`src/rtl/fifo_read_stream.sv`:
```
// Read-domain consumer for the async FIFO: pops the FIFO head into a 2-entry skid
// buffer and presents it as a registered valid/ready stream with level and word count.
module fifo_read_stream #(
  parameter int dataWidth  = 8,
  parameter int countWidth = 16
) (
  input  logic                  readClkIn,
  input  logic                  readRstIn,
  input  logic [dataWidth-1:0]  fifoDataIn,
  input  logic                  fifoEmptyIn,
  output logic                  readEnableOut,
  output logic [dataWidth-1:0]  dataOut,
  output logic                  validOut,
  input  logic                  readyIn,
  input  logic                  flushIn,
  output logic [1:0]            levelOut,
  output logic [countWidth-1:0] wordCountOut
);

  typedef enum logic [1:0] {
    EMPTY = 2'd0,
    ONE   = 2'd1,
    TWO   = 2'd2
  } state_t;

  state_t                state_reg, state_next;
  logic [dataWidth-1:0]  head_reg, head_next;
  logic [dataWidth-1:0]  skid_reg, skid_next;
  logic [countWidth-1:0] count_reg, count_next;
  logic                  valid_reg;
  logic                  pop;
  logic                  accept;

  // Reset is folded into the pop term so the FIFO is never drained while held in reset.
  assign pop    = readRstIn & ~fifoEmptyIn & ~flushIn & (state_reg != TWO);
  assign accept = valid_reg & readyIn;

  always_comb begin
    state_next = state_reg;
    head_next  = head_reg;
    skid_next  = skid_reg;
    count_next = count_reg + {{(countWidth-1){1'b0}}, accept};
    if (flushIn) begin
      state_next = EMPTY;
    end else begin
      case (state_reg)
        EMPTY: begin
          if (pop) begin
            state_next = ONE;
            head_next  = fifoDataIn;
          end
        end
        ONE: begin
          if (pop && accept) begin
            head_next = fifoDataIn;
          end else if (pop) begin
            state_next = TWO;
            skid_next  = fifoDataIn;
          end else if (accept) begin
            state_next = EMPTY;
          end
        end
        TWO: begin
          if (accept) begin
            state_next = ONE;
            head_next  = skid_reg;
          end
        end
        default: state_next = EMPTY;
      endcase
    end
  end

  always_ff @(posedge readClkIn or negedge readRstIn) begin
    if (!readRstIn) begin
      state_reg <= EMPTY;
      head_reg  <= '0;
      skid_reg  <= '0;
      count_reg <= '0;
      valid_reg <= 1'b0;
    end else begin
      state_reg <= state_next;
      head_reg  <= head_next;
      skid_reg  <= skid_next;
      count_reg <= count_next;
      valid_reg <= (state_next != EMPTY);
    end
  end

  assign readEnableOut = pop;
  assign dataOut       = head_reg;
  assign validOut      = valid_reg;
  assign levelOut      = state_reg;
  assign wordCountOut  = count_reg;

endmodule

```
`config.mk`:
```
export PLATFORM = sky130hd
export DESIGN_NAME = fifo_read_stream
export DESIGN_NICKNAME = d
export VERILOG_FILES = /design/src/rtl/fifo_read_stream.sv
export SDC_FILE = /design/constraint.sdc
export NUM_CORES = 1
export LEC_CHECK = 0
export ABC_AREA = 1
export CAP_MARGIN = 10
export CELL_PAD_IN_SITES_DETAIL_PLACEMENT = 0
export CELL_PAD_IN_SITES_GLOBAL_PLACEMENT = 1
export CORE_MARGIN = 2
export CORE_UTILIZATION = 37
export CTS_CLUSTER_SIZE = 10
export DETAILED_ROUTE_END_ITERATION = 8
export MAX_ROUTING_LAYER = met4
export PLACE_DENSITY_LB_ADDON = 0.1
export SLEW_MARGIN = 20
export SYNTH_ARGS = -nofsm -noshare
export SYNTH_HDL_FRONTEND = slang
export SYNTH_SLANG_ARGS = --single-unit
```
`constraint.sdc`:
```
create_clock -name readClkIn -period 1.8 [get_ports readClkIn]
set_input_delay 0.36 -clock readClkIn [delete_from_list [all_inputs] [get_ports readClkIn]]
set_output_delay 0.36 -clock readClkIn [all_outputs]
set_load 0.01 [all_outputs]
```
==> results.md, run 1 <==
* Status: finished clean
* Peak supply drop at 0.442 mV
* Final Hold Fails at 0
* Number of buffers created by CTS at 5
* Most numerous cell in the Yosys netlist: nand2_1
* Synth Area in XOR/XNOR at 4.36%
* Layout Nets at 279
* Slack of the critical path at 0.133 ns
* Post-synthesis average cell area at 8.74 sq um
* EDFF count, synth at 0
* Min-delay worst type: input port to asynchronous set/reset pin
* First-pass GRT wire length at 6740 um
* Largest net degree at the start of global routing at 36
* Synth area leaders: dfrtp_1 48%, nand2_1 14%, nand3_1 5.5%
* CP Class: register to primary output
* Area leader, netlist: dfrtp_1
* Max reg flops at 16
* Layout fillers at 461
* 1st-iter DRT viols at 45
* Period utilization at 92.6%
* Synth top area share at 48.4%
* CTS max path bufs at 2
* Worst Skew at 0.00568 ns
* DR vias/cell at 4.48
* Power after layout at 1.97 mW
* Max Slew Vio Count at 0
* Clock slew at reported path FFs at 0.07 ns
* DRC viols at 0
* Slew margin rel. at 70.1%
* CP arrival at 1.31 ns
* Synth Flop Type: dfrtp_1
* Root buf cell: clkbuf_8
* Starting density of the core at 38.3%
* Die Area at 5460 sq um
* Final setup vio count at 0
* Syn_nets at 222
* P per Cell Area at 808 nW/um^2
* Slowest stage delay, CP at 0.57 ns
* Gr usage total at 16.9%
* Vias at 1,488
* Compound-cell area share of the yosys netlist at 3.25%
* Antenna cells at 0
* Startpoint types: register
* Die Height at 73.9 um
* Slew @ Worst Pin at 0.449 ns
* Vias in the first global route at 1,480
* Cts hold-fix bufs at 0
* WP buf/inv at 1
* Worst-Skew Late Latency at 0.28 ns
* Total Routed Length at 3850 um
* GRT overflow at 0
* Post-CTS Setup Repair Bufs at 0
* HPWL after DPL at 2840 um
* Sink Count at 35
* Largest family of logic cells by synthesized area: simple AND/OR/NAND/NOR gates
* Ys async rst share at 100%
* Seq/Total Area, Yosys at 48.4%
* Placed cell area at 2360 sq um
* PostCTS Resize Cnt at 2
* Drt pass-1 iters at 4
* Finished Core Util at 51.6%
* Post-synthesis register bit count at 35
* Post-route ant nets at 0
* Hold slack at 0.207 ns
* IO Pins at 41
* Die X at 73.9 um
* Mapped cell area at 1810 sq um
* Fmax at 600 MHz
* Row count at 25
* Synthesized-area fraction occupied by adder cells at 1.38%
* Period minus WS final at 1.67 ns
* CP cell instances: clkdlybuf4s50_1
* GP Congestion at 0.778
* Finished Cell Area at 2440 sq um
* Core Box Area at 4720 sq um
* Share of cells above drive strength 1 at 18.9%
* Crit. End Element: primary output
* Wire per inst at 11.6 um
* IO Port Bufs at 40
* MaxCap Viol Count at 0
* Crit Path Max Fanout at 5
* Warnings, synthesis at 0
* Fraction of synthesized area in multiplexers at 0%
* P_leak at 1.17 nW
* Initial antenna violation count at 0
* Req. time, crit path at 1.44 ns
* Cell family with most CP delay: buffers and inverters
* DP Worst Slack at -0.151 ns
* Layout area overhead at 34.8%
* CTS tree: built
* RSZ-0062 raised after global routing: no
* CP max-delay cell: clkdlybuf4s50_1
* Synth cell types at 24
* Most frequent cells after synthesis: 68 x nand2_1, 35 x dfrtp_1, 20 x nand3_1
* H-tree depth at 2
* Mapped Cells at 207
* Simple-gate share of the synthesized area at 37.8%
## stage by stage
stage	setup TNS, ns	cells
floorplan	0	207
global placement	-0.455	324
detailed placement	-0.745	324
CTS	0	332
global route	0	332
finish	0	332
## per-layer routing
metal,global-route usage (%),part of all wire (%),routed length [um],vias to the layer above
met5,-,0,0,-
met4,6.26,0.99,38,0
met3,4.53,3.3,128,4
met2,27.6,49,1890,27
met1,19.9,47,1790,686
li1,-,-,-,771
## cells in the final DEF (no fill, tap or decap)
master            n
a21oi_1           1
buf_2             1
buf_4            12
clkbuf_1          2
clkbuf_8          5
clkdlybuf4s50_1  37
clkinv_2          1
dfrtp_1          35
dlygate4sd2_1     2
ha_1              2
inv_1            15
inv_2             3
nand2_1          68
nand2_2          12
nand2_4           2
nand2_8           1
nand3_1          20
nand3_2           3
nand4_1           4
nand4_4           1
nor2_1           11
nor2_2            1
nor2_4            6
nor2_8            1
o21ai_0           8
o21ai_1           1
o21ai_2           1
xnor2_1           4
xor2_1            5
## layout make-up
cell class,instances,area [sq um],area share (%)
Clock inverter,1,5.00,0.205
Timing Repair Buffer,52,483,19.8
Inverter,18,67.6,2.77
Clock buffer,7,76.3,3.13
Multi-Input combinational cell,152,847,34.7
Sequential cell,35,876,35.9
Tap cell,67,83.8,3.44
## final timing paths
check / end / cells after the start / slack [ns] / startpoint
max in group asynchronous: validOut / 2 / 1.27 / readRstIn
hold reg to reg: dataOut[1] / 2 / 0.48 / dataOut[1]
hold / removal: wordCountOut[2] / 2 / 0.21 / readRstIn
min in group readClkIn: dataOut[1] / 2 / 0.48 / dataOut[1]
setup / recovery: wordCountOut[2] / 1 / 0.13 / wordCountOut[2]
setup reg to reg: wordCountOut[10] / 8 / 0.36 / validOut
## where the power goes
part | switching [mW] | internal (mW) | total (mW)
Sequential | 0.0961 | 0.904 | 1.00
Combinational | 0.193 | 0.235 | 0.428
Clock | 0.271 | 0.271 | 0.542
Total | 0.560 | 1.41 | 1.97
## logic make-up (layout without fill, tap and decap cells)
| group | Yosys count | in the layout |
|---|---|---|
| flops | 35 | 35 |
| xor+xnor | 9 | 9 |
| compound gates | 11 | 11 |
| buf+inv | 20 | 78 |
| simple gates | 130 | 130 |
| fa+ha+maj | 2 | 2 |
Note: power is estimated with default switching activity, not from simulation.
==> run 2: changes to the inputs <==
--- a/config.mk
+++ b/config.mk
@@ -11,8 +11,10 @@
 export CELL_PAD_IN_SITES_GLOBAL_PLACEMENT = 1
 export CORE_MARGIN = 2
 export CORE_UTILIZATION = 37
+export CTS_CLUSTER_DIAMETER = 100
 export CTS_CLUSTER_SIZE = 10
 export DETAILED_ROUTE_END_ITERATION = 8
+export GPL_TIMING_DRIVEN = 0
 export MAX_ROUTING_LAYER = met4
 export PLACE_DENSITY_LB_ADDON = 0.1
 export SLEW_MARGIN = 20
==> results.md, run 2 (same netlist as run 1, synthesis figures left out) <==
* Status: finished clean
* P_leak at 1.12 nW (-3.5%)
* P per Cell Area at 821 nW/um^2 (+1.6%)
* Root buf cell: clkbuf_8
* Starting density of the core at 38.3% (unchanged)
* Die Area at 5460 sq um (unchanged)
* Slew margin rel. at 72.0% (+1.9 points)
* Req. time, crit path at 1.44 ns (about the same)
* Vias in the first global route at 1,449 (-2.1%)
* Post-route ant nets at 0 (unchanged)
* Wire per inst at 11.7 um (+0.90%)
* Number of buffers created by CTS at 5 (unchanged)
* Worst r2r src: validOut
* CP arrival at 1.38 ns (+0.07 ns)
* Gr usage total at 16.2% (-0.65 points)
* Worst Skew at 0.00342 ns (-0.00226 ns)
* H-tree depth at 2 (unchanged)
* Startpoint types: input port
* GRT overflow at 0 (unchanged)
* Final Hold Fails at 0 (unchanged)
* RSZ-0062 raised after global routing: no
* Die Height at 73.9 um (unchanged)
* Max Slew Vio Count at 0 (unchanged)
* Antenna cells at 0 (unchanged)
* Vias at 1,458 (-2.0%)
* GP Congestion at 0.782 (+0.51%)
* Hold slack at 0.0219 ns (-0.185 ns)
* Largest net degree at the start of global routing at 29 (-19%)
* CTS tree: built
* Sink Count at 35 (unchanged)
* Final setup vio count at 0 (unchanged)
* Most common cell after layout, fill and taps aside: nand2_1
* Layout Nets at 271 (-2.9%)
* DR vias/cell at 4.50 (+0.40%)
* Initial antenna violation count at 0 (unchanged)
* 1st-iter DRT viols at 45 (unchanged)
* MaxCap Viol Count at 0 (unchanged)
* Worst-Skew Late Latency at 0.29 ns (about the same)
* Crit. End Element: primary output
* Period minus WS final at 1.74 ns (+0.0693 ns)
* Period utilization at 96.5% (+3.9 points)
* Slew @ Worst Pin at 0.419 ns (-0.0299 ns)
* Core Box Area at 4720 sq um (unchanged)
* Max reg flops at 16 (unchanged)
* CP Class: input port to primary output
* Share of cells above drive strength 1 at 18.3% (-0.58 points)
* Fmax at 576 MHz (-4.0%)
* First-pass GRT wire length at 6510 um (-3.4%)
* Min-delay worst type: input port to asynchronous set/reset pin
* Clock slew at reported path FFs at 0.07 ns (about the same)
* CTS max path bufs at 2 (unchanged)
* Commonest cells after routing, fill and taps aside: 68 x nand2_1, 38 x clkdlybuf4s50_1, 35 x dfrtp_1
* Peak supply drop at 0.357 mV (-19%)
* IO Pins at 41 (unchanged)
* Layout area overhead at 34.0%
* Setup crit start: flushIn
* Row count at 25 (unchanged)
* DRC viols at 0 (unchanged)
* Total Routed Length at 3790 um (-1.5%)
* Finished Core Util at 51.3% (-0.29 points)
* IO Port Bufs at 40 (unchanged)
* HPWL after DPL at 2860 um (+0.43%)
* Drt pass-1 iters at 4 (unchanged)
* Crit Path Max Fanout at 3 (-2)
* Post-CTS Setup Repair Bufs at 0 (unchanged)
* Die X at 73.9 um (unchanged)
## run 2: cell types whose count changed in the layout (fill, tap and decap cells not counted), moves of 2 or more
cell / before / now
clkbuf_1: 2 / 0
buf_4: 12 / 1
clkinv_2: 1 / 3
dlygate4sd2_1: 2 / 0
ha_1: 2 / 0
inv_1: 15 / 13
inv_2: 3 / 5
## run 2: report_power, final
group / switching, mW / internal, mW / leakage [nW]
logic: 0.191 / 0.240 / 0.622
clock network: 0.285 / 0.265 / 0.0477
registers: 0.106 / 0.904 / 0.455
total: 0.582 / 1.41 / 1.12
## run 2: worst max-delay path, cell delays in order
cell and delay (ns):
clkdlybuf4s50_1 0.41, inv_2 0.11, nand3_2 0.10, a21oi_1 0.14
clkdlybuf4s15_1 0.25
## run 2: routing by layer
layer / up-vias / share of wire, % / routed length [um] / track usage [%]
met5: - / 0 / 0 / -
met4: 0 / 1.3 / 51 / 4.85
met3: 6 / 3.3 / 124 / 4.53
met2: 29 / 52 / 1950 / 27.1
met1: 672 / 44 / 1660 / 19.0
li1: 751 / - / - / -
## run 2: final timing paths
| kind | end | slack, ns | cells after the start |
|---|---|---|---|
| worst max-delay path | readEnableOut | 0.06 | 5 |
| worst max register to register | wordCountOut[10] | 0.30 | 8 |
| min in group readClkIn | dataOut[1] | 0.48 | 2 |
| max in group asynchronous | wordCountOut[14] | 0.94 | 2 |
| worst min register to register | dataOut[1] | 0.48 | 2 |
| worst min-delay path | wordCountOut[3] | 0.02 | 2 |
## run 2: timing repair
item | CTS | global route
resized for setup | 5 | 3
endpoints found under the setup margin | 2 | 3
hold endpoints to repair | 9 | 0
hold buffers | 1 | 0
pin swaps | 1 | 1
## run 2: area by class of cell
class	instances	area, sq um
tap	67	83.8
sequential	35	876
fill	478	2300
inverter	18	67.6
clock inverter	3	15.0
timing repair buffer	42	425
buffer	2	18.8
clock buffer	5	68.8
multi-input combinational	152	870
## run 2: through the flow
| stage | TNS, ns | cells | area (sq um) | total power [mW] | setup slack, ns |
|---|---|---|---|---|---|
| floorplan | 0 | 207 | 1810 | 1.19 | 0.251 |
| global placement | -47.90 | 314 | 2290 | 1.43 | -1.74 |
| detailed placement | -2.00 | 315 | 2310 | 1.44 | -0.338 |
| CTS | 0 | 324 | 2410 | 2.01 | 0.0208 |
| global route | 0 | 324 | 2420 | 2.12 | 0.00142 |
| finish | 0 | 324 | 2420 | 1.99 | 0.0635 |
==> run 3: changes to the inputs <==
==> constraint.sdc (replaced) <==
create_clock -name readClkIn -period 1.7 [get_ports readClkIn]
set_input_delay 0.34 -clock readClkIn [delete_from_list [all_inputs] [get_ports readClkIn]]
set_output_delay 0.34 -clock readClkIn [all_outputs]
set_load 0.01 [all_outputs]
==> results.md, run 3 (same netlist as run 1, synthesis figures left out) <==
* Peak supply drop at 0.386 mV (+8.1%)
* Vias in the first global route at 1,445 (-0.28%)
* Finished Cell Area at 2480 sq um (+2.3%)
* Largest net degree at the start of global routing at 27 (-6.9%)
* Layout fillers at 473 (-1.0%)
* Final Instance Count excl. Fillers at 327 (+0.93%)
* Fmax at 605 MHz
* Total Routed Length at 3830 um (+1.2%)
* Row count at 25 (unchanged)
* Final setup vio count at 0 (unchanged)
* IO Pins at 41 (unchanged)
* Sink Count at 35 (unchanged)
* Max Slew Vio Count at 0 (unchanged)
* GP Congestion at 0.782 (unchanged)
* DRC viols at 0 (unchanged)
* Startpoint types: input port
* Final Hold Fails at 0 (unchanged)
* Initial antenna violation count at 0 (unchanged)
* 1st-iter DRT viols at 47 (+4.4%)
* Share of cells above drive strength 1 at 21.2% (+2.9 points)
* Period minus WS final at 1.65 ns
* P_leak at 1.14 nW (+1.4%)
* Wire per inst at 11.7 um (+0.29%)
* Placed insts at 315 (unchanged)
* Root buf cell: clkbuf_8
* Die X at 73.9 um (unchanged)
* Slew margin rel. at 72.0% (about the same)
* Drt pass-1 iters at 4 (unchanged)
* Clock slew at reported path FFs at 0.07 ns (about the same)
* Starting density of the core at 38.3% (unchanged)
* Antenna cells at 0 (unchanged)
* Crit Path Max Fanout at 2 (-1)
* Commonest cells after routing, fill and taps aside: 68 x nand2_1, 38 x clkdlybuf4s50_1, 32 x dfrtp_1
* P per Cell Area at 860 nW/um^2 (+4.7%)
* Crit. End Element: primary output
* CP arrival at 1.31 ns (-0.07 ns)
* Slew @ Worst Pin at 0.419 ns (+0.0000608 ns)
* IO Port Bufs at 40 (unchanged)
* Period utilization at 97.3%
* HPWL after DPL at 2860 um (unchanged)
* GRT overflow at 0 (unchanged)
* Worst-Skew Late Latency at 0.29 ns (about the same)
* H-tree depth at 2 (unchanged)
* Worst Skew at 0.00583 ns (+0.00241 ns)
* CTS max path bufs at 2 (unchanged)
* Max reg flops at 16 (unchanged)
* Layout Nets at 274 (+1.1%)
* MaxCap Viol Count at 0 (unchanged)
* Number of buffers created by CTS at 5 (unchanged)
* DR vias/cell at 4.47 (-0.71%)
* First-pass GRT wire length at 6560 um (+0.74%)
* Req. time, crit path at 1.36 ns (-0.08 ns)
* Most common cell after layout, fill and taps aside: nand2_1
* Layout area overhead at 37.1%
* Status: finished clean
* CTS tree: built
* Post-route ant nets at 0 (unchanged)
* Die Area at 5460 sq um (unchanged)
* Min-delay worst type: input port to asynchronous set/reset pin
* Gr usage total at 16.5% (+0.24 points)
* Die Height at 73.9 um (unchanged)
* Vias at 1,461 (+0.21%)
* Core Box Area at 4720 sq um (unchanged)
* Placed cell area at 2310 sq um (unchanged)
* CP Class: input port to primary output
==> run 3: cell type report <==
type / count / area [sq um] / area share [%]
Sequential cell: 35 / 880 / 35.5
Buffer: 2 / 18.8 / 0.756
Inverter: 18 / 67.6 / 2.72
Clock buffer: 5 / 68.8 / 2.77
Tap cell: 67 / 83.8 / 3.38
Timing Repair Buffer: 45 / 464 / 18.7
Clock inverter: 3 / 15.0 / 0.605
Multi-Input combinational cell: 152 / 883 / 35.6
==> run 3: metrics by stage <==
stage                     utilization (%)  setup TNS, ns  power (mW)  worst slack (ns)  hold slack [ns]
final                                52.5              0        2.13            0.0464           0.0841
after global routing                 52.5       -0.00659        2.27          -0.00659           0.0866
after CTS                            51.9       -0.00385        2.16          -0.00385           0.0788
after detailed placement             48.9          -3.00        1.53            -0.418            0.224
after global placement               48.6         -53.19        1.52             -1.80            0.467
after floorplan                         -              0        1.26             0.151           0.0444
==> run 3: metal layers <==
metal	global-route usage, %	wire [um]	vias to the layer above
li1	-	-	759
met1	19.8	1680	669
met2	26.9	1970	27
met3	4.53	124	6
met4	4.85	51	0
met5	-	0	-
==> run 3: what timing repair did <==
| item | in CTS | in global routing |
|---|---|---|
| hold endpoints to repair | 9 | 0 |
| setup endpoints to repair | 5 | 4 |
| gates resized for setup | 11 | 4 |
| pin swaps | 1 | 1 |
| setup buffers | 0 | 2 |
| hold buffers | 2 | 0 |
==> run 3: path summary, 6_finish.rpt <==
kind                             start                to  slack [ns]  cells after the start
setup / recovery           fifoEmptyIn     readEnableOut        0.05                      5
hold / removal               readRstIn   wordCountOut[3]        0.08                      3
setup reg to reg              validOut  wordCountOut[10]        0.27                      8
hold reg to reg             dataOut[1]        dataOut[1]        0.48                      2
max in group asynchronous    readRstIn  wordCountOut[14]        0.88                      2
min in group readClkIn      dataOut[1]        dataOut[1]        0.48                      2
==> run 3: critical path: stages <==
cell	delay (ns)
clkdlybuf4s50_1	0.41
inv_2	0.09
nand3_2	0.12
a21oi_2	0.12
clkdlybuf4s15_2	0.23
==> run 3: report_power, final <==
group | leakage, nW | total [mW] | switching [mW] | internal [mW]
Sequential | 0.450 | 1.08 | 0.118 | 0.960
Clock | 0.0477 | 0.583 | 0.303 | 0.280
Combinational | 0.642 | 0.472 | 0.205 | 0.266
